$ cat src/rtl/core_package.sv
// Shared core definitions for the memory-access stage: opcodes, funct3 codes,
// FSM state encodings and small helpers for byte-enable/write-data generation.
package core_package;

  typedef enum logic [6:0] {
    OPCODE_LOAD   = 7'b0000011,
    OPCODE_OP_IMM = 7'b0010011,
    OPCODE_STORE  = 7'b0100011,
    OPCODE_OP     = 7'b0110011,
    OPCODE_LUI    = 7'b0110111,
    OPCODE_SYSTEM = 7'b1110011
  } opcode_e;

  typedef logic [1:0] mem_state_e;
  localparam mem_state_e IDLE      = 2'd0;
  localparam mem_state_e REQ       = 2'd1;
  localparam mem_state_e WAIT_RESP = 2'd2;
  localparam mem_state_e OUT       = 2'd3;

  localparam logic [2:0] LB  = 3'b000;
  localparam logic [2:0] LH  = 3'b001;
  localparam logic [2:0] LW  = 3'b010;
  localparam logic [2:0] LBU = 3'b100;
  localparam logic [2:0] LHU = 3'b101;
  localparam logic [2:0] SB  = 3'b000;
  localparam logic [2:0] SH  = 3'b001;
  localparam logic [2:0] SW  = 3'b010;

  // size is funct3[1:0]: 00 byte, 01 half, 10 word
  function automatic logic is_misaligned(input logic [1:0] size, input logic [1:0] a);
    return (size == 2'b01 && a[0]) || (size == 2'b10 && a != 2'b00);
  endfunction

  function automatic logic [3:0] access_be(input logic [1:0] size, input logic [1:0] a);
    case (size)
      2'b00:   return 4'b0001 << a;
      2'b01:   return 4'b0011 << a;
      default: return 4'b1111;
    endcase
  endfunction

  function automatic logic [31:0] store_wdata(input logic [1:0] size, input logic [31:0] d);
    case (size)
      2'b00:   return {4{d[7:0]}};
      2'b01:   return {2{d[15:0]}};
      default: return d;
    endcase
  endfunction

endpackage

$ cat src/rtl/memory_access_load_extend.sv
// Load alignment: picks the addressed byte/half lane out of the response word
// and sign- or zero-extends it according to funct3.
module load_extend
  import core_package::*;
(
  input  logic [1:0]  addr_lo,
  input  logic [2:0]  funct3,
  input  logic [31:0] rdata,
  output logic [31:0] data
);

  logic [7:0]  byte_sel;
  logic [15:0] half_sel;

  assign byte_sel = rdata[8*addr_lo +: 8];
  assign half_sel = addr_lo[1] ? rdata[31:16] : rdata[15:0];

  always_comb begin
    data = rdata;
    case (funct3)
      LB:      data = {{24{byte_sel[7]}}, byte_sel};
      LH:      data = {{16{half_sel[15]}}, half_sel};
      LBU:     data = {24'd0, byte_sel};
      LHU:     data = {16'd0, half_sel};
      default: data = rdata;
    endcase
  end

endmodule

$ cat src/rtl/memory_access.sv
// Memory-access pipeline stage: loads/stores over a req/gnt/rvalid bus and a
// valid/ready write-back bundle. Optional bus timeout under MEM_TIMEOUT_EN.
module memory_access
  import core_package::*;
#(
  parameter int ADDR_W         = 32,
  parameter int TIMEOUT_CYCLES = 255
) (
  input  logic              clk,
  input  logic              reset,
  input  logic              prev_valid_i,
  output logic              self_ready_o,
  output logic              self_valid_o,
  input  logic              next_ready_i,
  input  logic [6:0]        opcode_i,
  input  logic [2:0]        funct3_i,
  input  logic [31:0]       result_i,
  input  logic [31:0]       store_data_i,
  input  logic [4:0]        rd_i,
  input  logic              csr_w_en_i,
  output logic              dmem_req_o,
  output logic              dmem_we_o,
  output logic [3:0]        dmem_be_o,
  output logic [ADDR_W-1:0] dmem_addr_o,
  output logic [31:0]       dmem_wdata_o,
  input  logic              dmem_gnt_i,
  input  logic              dmem_rvalid_i,
  input  logic [31:0]       dmem_rdata_i,
  output logic [31:0]       wb_data_o,
  output logic [4:0]        rd_o,
  output logic              reg_w_en_o,
  output logic              csr_w_en_o,
`ifdef MEM_TIMEOUT_EN
  output logic              bus_err_o,
`endif
  output logic              misaligned_o
);

  mem_state_e  state_reg;
  logic [6:0]  opcode_reg;
  logic [2:0]  funct3_reg;
  logic [31:0] addr_reg;
  logic [31:0] store_data_reg;
  logic [31:0] wb_data_reg;
  logic [4:0]  rd_reg;
  logic        reg_w_en_reg;
  logic        csr_w_en_reg;
  logic        misaligned_reg;
  logic [31:0] load_value;
  logic        in_req;
  logic        is_store_reg;
  logic        accept;
  logic        in_is_mem;

`ifdef MEM_TIMEOUT_EN
  localparam int CNT_W = ($clog2(TIMEOUT_CYCLES + 1) > 8) ? $clog2(TIMEOUT_CYCLES + 1) : 8;
  logic [CNT_W-1:0] cnt_reg;
  logic             bus_err_reg;
  logic             expired;
  assign expired   = (cnt_reg == CNT_W'(TIMEOUT_CYCLES - 1));
  assign bus_err_o = bus_err_reg;
`endif

  load_extend u_load_extend (
    .addr_lo (addr_reg[1:0]),
    .funct3  (funct3_reg),
    .rdata   (dmem_rdata_i),
    .data    (load_value)
  );

  assign in_req       = (state_reg == REQ);
  assign is_store_reg = (opcode_reg == OPCODE_STORE);
  assign in_is_mem    = (opcode_i == OPCODE_LOAD) || (opcode_i == OPCODE_STORE);

  // OUT hands the bundle over and takes the next instruction in the same edge
  assign self_ready_o = (state_reg == IDLE) || (state_reg == OUT && next_ready_i);
  assign accept       = prev_valid_i && self_ready_o;
  assign self_valid_o = (state_reg == OUT);

  assign dmem_req_o   = in_req;
  assign dmem_we_o    = in_req && is_store_reg;
  assign dmem_be_o    = in_req ? access_be(funct3_reg[1:0], addr_reg[1:0]) : 4'b0000;
  assign dmem_addr_o  = in_req ? {addr_reg[ADDR_W-1:2], 2'b00} : '0;
  assign dmem_wdata_o = (in_req && is_store_reg) ? store_wdata(funct3_reg[1:0], store_data_reg) : 32'd0;

  assign wb_data_o    = wb_data_reg;
  assign rd_o         = rd_reg;
  assign reg_w_en_o   = reg_w_en_reg;
  assign csr_w_en_o   = csr_w_en_reg;
  assign misaligned_o = misaligned_reg;

  always_ff @(posedge clk) begin
    if (reset) begin
      state_reg      <= IDLE;
      opcode_reg     <= 7'd0;
      funct3_reg     <= 3'd0;
      addr_reg       <= 32'd0;
      store_data_reg <= 32'd0;
      wb_data_reg    <= 32'd0;
      rd_reg         <= 5'd0;
      reg_w_en_reg   <= 1'b0;
      csr_w_en_reg   <= 1'b0;
      misaligned_reg <= 1'b0;
`ifdef MEM_TIMEOUT_EN
      cnt_reg        <= '0;
      bus_err_reg    <= 1'b0;
`endif
    end else begin
`ifdef MEM_TIMEOUT_EN
      cnt_reg <= '0;
`endif
      if (accept) begin
        opcode_reg     <= opcode_i;
        funct3_reg     <= funct3_i;
        addr_reg       <= result_i;
        store_data_reg <= store_data_i;
        rd_reg         <= rd_i;
        csr_w_en_reg   <= csr_w_en_i;
        wb_data_reg    <= result_i;
`ifdef MEM_TIMEOUT_EN
        bus_err_reg    <= 1'b0;
`endif
        if (!in_is_mem) begin
          reg_w_en_reg   <= (rd_i != 5'd0);
          misaligned_reg <= 1'b0;
          state_reg      <= OUT;
        end else if (is_misaligned(funct3_i[1:0], result_i[1:0])) begin
          reg_w_en_reg   <= 1'b0;
          misaligned_reg <= 1'b1;
          state_reg      <= OUT;
        end else begin
          reg_w_en_reg   <= 1'b0;
          misaligned_reg <= 1'b0;
          state_reg      <= REQ;
        end
      end else begin
        case (state_reg)
          REQ: begin
            if (dmem_gnt_i) begin
              state_reg <= WAIT_RESP;
`ifdef MEM_TIMEOUT_EN
            end else if (expired) begin
              bus_err_reg <= 1'b1;
              state_reg   <= OUT;
            end else begin
              cnt_reg <= cnt_reg + 1'b1;
`endif
            end
          end
          WAIT_RESP: begin
            if (dmem_rvalid_i) begin
              if (!is_store_reg) begin
                wb_data_reg  <= load_value;
                reg_w_en_reg <= (rd_reg != 5'd0);
              end
              state_reg <= OUT;
`ifdef MEM_TIMEOUT_EN
            end else if (expired) begin
              bus_err_reg <= 1'b1;
              state_reg   <= OUT;
            end else begin
              cnt_reg <= cnt_reg + 1'b1;
`endif
            end
          end
          OUT: begin
            if (next_ready_i) state_reg <= IDLE;
          end
          default: state_reg <= IDLE;
        endcase
      end
    end
  end

endmodule

$ cat config.mk
export PLATFORM = sky130hd
export DESIGN_NAME = memory_access
export DESIGN_NICKNAME = d
export VERILOG_FILES = /design/src/rtl/core_package.sv /design/src/rtl/memory_access_load_extend.sv /design/src/rtl/memory_access.sv
export SDC_FILE = /design/constraint.sdc
export NUM_CORES = 1
export LEC_CHECK = 0
export BUFFER_PORTS_ARGS = -buffer_cell sky130_fd_sc_hd__buf_2
export CORE_ASPECT_RATIO = 1.1
export CORE_MARGIN = 1.5
export CORE_UTILIZATION = 53
export CTS_CLUSTER_SIZE = 12
export DETAILED_ROUTE_END_ITERATION = 10
export MAX_ROUTING_LAYER = met4
export PLACE_DENSITY = 0.9
export SLEW_MARGIN = 10
export SYNTH_ARGS = -nofsm -noshare
export SYNTH_HDL_FRONTEND = slang
export SYNTH_SLANG_ARGS = --single-unit
$ cat constraint.sdc
create_clock -name clk -period 5.9 [get_ports clk]
set_input_delay 0.885 -clock clk [delete_from_list [all_inputs] [get_ports clk]]
set_output_delay 0.885 -clock clk [all_outputs]
set_load 0.02 [all_outputs]
==> results.txt, run 1 <==
Worst R2R End: wb_data_o[15]
Drt first pass iters: 6
DP HPWL: 13000 um
Yosys warns: 0
Worst vdd ir: 0.197 mV
Die Height: 112 um
Cell accounting for the most synthesized area: dfxtp_1
Critical path class: reg2out
Setup Viol. Count Final: 0
Slew Limit Headroom: 0.269
Reg2Reg Depth: 7
Core area: 10500 um^2
Synth Flop Type: dfxtp_1
Final Skew: 7.35 ps
Inserted Clock Buffers: 17
Min Tclk post-route: 4240 ps
Clock Pin Slew Worst Setup and Hold Paths: 50 ps
Post-synthesis compound-gate area fraction: 0.220
TritonCTS clock tree: built
Full die area: 11500 um^2
Hold_buf cts: 0
Initial antenna violation count: 0
Chip Width: 102 um
TNS Setup: 0 ps
Routed Antenna Nets: 0
H-tree depth: 4
Distinct cell type count after synthesis: 55
Critical Path AT: 3360 ps
Area share of fa/ha/maj cells after synthesis: 0.00871
Synth Instances: 765
Share of cells above drive strength 1: 0.298
Final cell count without fillers: 1109
HP Start: addr_reg[20]
Mux cell area share after synthesis: 0.0405
Mapped Avg Cell Area: 7.51 um^2
Nets: 1075
Worst Max-Slew Pin Slew: 1100 ps
Fillers: 834
Worst Path Max Fanout: 33
Post-Synth XOR/XNOR Area: 0.00152
CTS max path bufs: 2
Outcome: complete, no violations
Seq cells post-synth: 116
Boundary Pins: 230
Critical Path End Type: output port
Post-synthesis sequential area ratio: 0.404
CTS resizes: 0
Floorplan row count: 39
Post-CTS Setup Inserts: 0
Fin. max-slew vios: 0
Peak Freq: 0.236 GHz
Total GRT Usage: 0.331
Hold WC Path Type: reg2reg
DRC: 0
Max_cap viols: 0
Clk_lat worst skew: 400 ps
Top cell type's share of synthesized area: 0.404
P per Cell Area: 413 nW/um^2
Kind of launch point of the worst setup path: register
Root Driver: clkbuf_16
Post-route worst hold slack: 448 ps
Routability cong.: 0.965
Top area cells in the synthesized netlist: dfxtp_1, nand2_1, a21oi_1
DR vias: 6277
Vias per inst: 5.66
Total power: 3.07 mW
Initial Utilization: 0.548
EDFF count, synth: 0
Crit share post-route: 0.719
Layout area overhead: 29.4%
Worst endpoint required time: 5020 ps
Ys async rst share: 0
Crit path launch: state_reg[1]
Launching point of the worst reg2reg path: state_reg[0]
Final Hold Fails: 0
LEAKAGE: 3.33 nW
Final WL: 18700 um
Largest net degree at the start of global routing: 95
Worst R2R Setup Slack: 2620 ps
Largest family of logic cells by synthesized area: simple AND/OR/NAND/NOR gates
IO buf count: 227
Cell Area, Synth: 5750 um^2
DP Cell Count: 1077
Clock Sinks: 116
Routed length per instance: 16.8 um
Vias in the first global route: 5837
Hold path endpoint: addr_reg[20]
DR iter-0 viols: 396
First-pass GRT wire length: 28600 um
RSZ-0062 raised after global routing: false
Post-synthesis simple-gate area fraction: 0.270
GRT overflow: 0
Hold path cells: 2
N_diodes: 0
==> how the worst max path moves through the flow <==
stage / slack [ps] / endpoint / depth (start not counted)
final: 1660 / dmem_wdata_o[3] / 7
after global routing: 1400 / dmem_wdata_o[2] / 7
after CTS: 1660 / dmem_wdata_o[3] / 7
after detailed placement: 2120 / dmem_wdata_o[3] / 7
after global placement: 2240 / dmem_wdata_o[6] / 7
after floorplan: 3030 / dmem_wdata_o[12] / 5
==> kinds of logic after synthesis <==
kind of cell | count (synthesis)
muxes | 23
buffers and inverters | 76
and+or+nand+nor | 345
AOI/OAI and AO/OA | 199
adders and majority gates | 4
other | 1
DFF | 116
xor gates and xnor gates | 1
==> cell usage in the layout (no fill, tap or decap), drive strengths merged, types with 2 or more instances in the layout <==
cell	Yosys	layout
o211ai	2	2
a22oi	8	8
and2	39	39
ha	4	4
mux2	2	2
a211oi	5	5
o22ai	4	4
o311a	2	2
inv	12	12
a22o	9	9
nand2b	2	2
buf	25	232
o221ai	6	6
clkbuf	39	23
nor2b	2	2
a32o	5	5
or2	2	2
nor3	23	23
bufinv	0	2
a221oi	16	16
nand3	2	2
clkinvlp	0	3
a21oi	121	121
o21ai	8	8
clkinv	0	4
dfxtp	116	116
conb	1	2
nand2	198	198
or4	3	3
nor2	68	68
a31oi	5	5
mux2i	21	21
==> area by class of cell <==
| cell class | count | area, um^2 | area share |
|---|---|---|---|
| multi-input cells | 574 | 3130 | 0.421 |
| flip-flops and latches | 116 | 2320 | 0.313 |
| clock buffers | 23 | 478 | 0.0643 |
| well taps | 143 | 179 | 0.0241 |
| repair buffers | 232 | 1180 | 0.158 |
| clock inverters | 9 | 103 | 0.0138 |
| inverters | 12 | 45.0 | 0.00606 |
==> routing by layer <==
| metal | GRT usage | vias to the layer above | routed length (um) |
|---|---|---|---|
| li1 | - | 2995 | - |
| met1 | 0.376 | 2845 | 7070 |
| met2 | 0.534 | 360 | 8920 |
| met3 | 0.0753 | 77 | 1690 |
| met4 | 0.184 | 0 | 979 |
| met5 | - | - | 0 |
==> synth_stat cells, types with 2 or more instances <==
library cell    n
a32o_1          5
mux2i_1        21
inv_2           4
nor3_2         10
buf_4           2
nor3_1         13
a22o_1          9
a21oi_1       121
nor2b_1         2
dfxtp_1       116
a31oi_1         5
o21ai_0         7
mux2_2          2
clkbuf_1       39
buf_2          11
o221ai_1        6
a211oi_1        5
inv_1           8
or4_1           3
ha_1            4
buf_1          11
nor2_1         66
o211ai_1        2
a221oi_1       16
and2_1         39
o22ai_1         3
a22oi_1         8
nor2_4          2
nand2_1       197
nand3_1         2
nand2b_1        2
==> where the power goes <==
| part | internal, mW | leakage (nW) | switching, mW |
|---|---|---|---|
| Combinational | 0.341 | 2.10 | 0.671 |
| Clock | 0.652 | 0.279 | 0.358 |
| Sequential | 0.940 | 0.953 | 0.110 |
==> critical path, cell delays in order (launching register included) <==
cell	delay, ps
dfxtp_1	330
inv_1	80
ha_1	880
inv_2	130
or4_1	960
inv_2	250
and2_1	150
buf_2	160
==> metrics by stage <==
step,setup WS (ps),util,area [um^2]
3_3_place_gp,2240,0.653,6850
4_1_cts,1660,0.708,7430
3_5_place_dp,2120,0.653,6850
5_1_grt,1400,0.708,7430
2_1_floorplan,3030,-,5750
6_report,1660,0.708,7430
Note: power is estimated with default switching activity, not from simulation.
==> run 2: changes to the inputs <==
CORE_UTILIZATION = 44   (was 53)
PLACE_DENSITY = 0.81   (was 0.9)
clock period = 3.44 ns   (was 5.9 ns; I/O delays follow)
==> results.txt, run 2 (same netlist as run 1, synthesis figures left out) <==
Largest net degree at the start of global routing: 94 (-1.1%)
Fillers: 1225 (+47%)
Routed length per instance: 17.0 um (+1.2%)
Worst Max-Slew Pin Slew: 802 ps (-294 ps)
Post-DP Area: 6920 um^2 (+0.95%)
Outcome: complete, but fails checks
Root Driver: clkbuf_16
TritonCTS clock tree: built
Fin area: 7470 um^2 (+0.45%)
Critical path class: reg2out
Kind of launch point of the worst setup path: register
Launching point of the worst reg2reg path: opcode_reg[2]
Floorplan row count: 43 (+10%)
Max_cap viols: 0 (unchanged)
Setup Viol. Count Final: 0 (unchanged)
Vias in the first global route: 5855 (+0.31%)
IO buf count: 227 (unchanged)
Hold_buf cts: 0 (unchanged)
Final Hold Fails: 0 (unchanged)
Clk_lat worst skew: 410 ps (about the same)
Hold WC Path Type: in2reg
Initial antenna violation count: 0 (unchanged)
Routability cong.: 0.865 (-10%)
HP Start: store_data_i[6]
Chip Width: 112 um (+9.5%)
Drt first pass iters: 8 (+2)
Final Skew: 6.87 ps (-0.476 ps)
DRC: 18 (+18)
Final WL: 19100 um (+2.6%)
Full die area: 13800 um^2 (+20%)
Slew Limit Headroom: 0.464 (+0.195)
Worst Path Max Fanout: 25 (-24%)
Critical Path End Type: output port
Initial Utilization: 0.453 (-0.0951)
Vias per inst: 5.54 (-2.1%)
Core Util, Final: 0.588 (-0.120)
Peak Freq: 0.309 GHz
Crit share post-route: 0.941
DP HPWL: 13500 um (+3.5%)
Die Height: 123 um (+9.5%)
Share of cells above drive strength 1: 0.300 (+0.00176)
Post-CTS Setup Inserts: 0 (unchanged)
CTS resizes: 0 (unchanged)
Boundary Pins: 230 (unchanged)
Inserted Clock Buffers: 17 (unchanged)
P per Cell Area: 693 nW/um^2 (+68%)
Nets: 1078 (+0.28%)
Failing checks: DRC
RSZ-0062 raised after global routing: false
N_diodes: 0 (unchanged)
Most common cell after layout, fill and taps aside: buf_2
Clock Sinks: 116 (unchanged)
CTS max path bufs: 2 (unchanged)
DR vias: 6228 (-0.78%)
Min Tclk post-route: 3240 ps
GRT overflow: 0 (unchanged)
Critical Path AT: 2720 ps (-640 ps)
DR iter-0 viols: 584 (+47%)
Worst vdd ir: 0.321 mV (+63%)
Core area: 12700 um^2 (+21%)
H-tree depth: 4 (unchanged)
LEAKAGE: 3.35 nW (+0.72%)
Crit path launch: opcode_reg[2]
Fin. max-slew vios: 0 (unchanged)
Most frequent cells in the layout: buf_2, nand2_1, a21oi_1
Clock Pin Slew Worst Setup and Hold Paths: 50 ps (about the same)
First-pass GRT wire length: 29400 um (+3.0%)
Worst endpoint required time: 2920 ps (-2100 ps)
TNS Setup: 0 ps (unchanged)
Layout area overhead: 29.9%
Routed Antenna Nets: 0 (unchanged)
Total GRT Usage: 0.285 (-0.0467)
## run 2: per-layer routing
metal / GRT usage / wire length, um
met2: 0.472 / 9160
met3: 0.0657 / 1590
met4: 0.146 / 766
met5: - / 0
met1: 0.325 / 7620
## run 2: final cells by class
type / instances / area (um^2) / area share
Inverter: 12 / 45.0 / 0.00603
Clock inverter: 4 / 20.0 / 0.00268
Sequential cell: 116 / 2320 / 0.311
Tap cell: 157 / 196 / 0.0263
Clock buffer: 26 / 529 / 0.0709
Multi-Input combinational cell: 574 / 3130 / 0.419
Timing Repair Buffer: 235 / 1220 / 0.164
## run 2: path summary, 6_finish.rpt
path | to | slack [ps] | cells after the start
max | dmem_wdata_o[2] | 200 | 5
min | store_data_reg[6] | 340 | 3
max reg2reg | wb_data_o[15] | 930 | 5
min reg2reg | addr_reg[12] | 450 | 2
## run 2: worst max-delay path, stage by stage, from the launching register on
cell and delay (ps):
dfxtp_1 310, or4b_4 570, or4_1 870, inv_2 240
and2_1 150, buf_2 160
## run 2: per-stage QoR
stage	power, mW	instances	hold slack (ps)	setup slack (ps)
finish	5.18	1124	337	202
global route	5.47	1124	329	59.3
CTS	5.20	1124	324	191
detailed placement	3.57	1094	442	638
floorplan	3.02	766	432	940
global placement	3.54	1094	437	701
## run 2: power by group
group	internal (mW)	switching (mW)
registers	1.61	0.191
logic	0.603	1.15
clock network	1.04	0.584
total	3.26	1.92
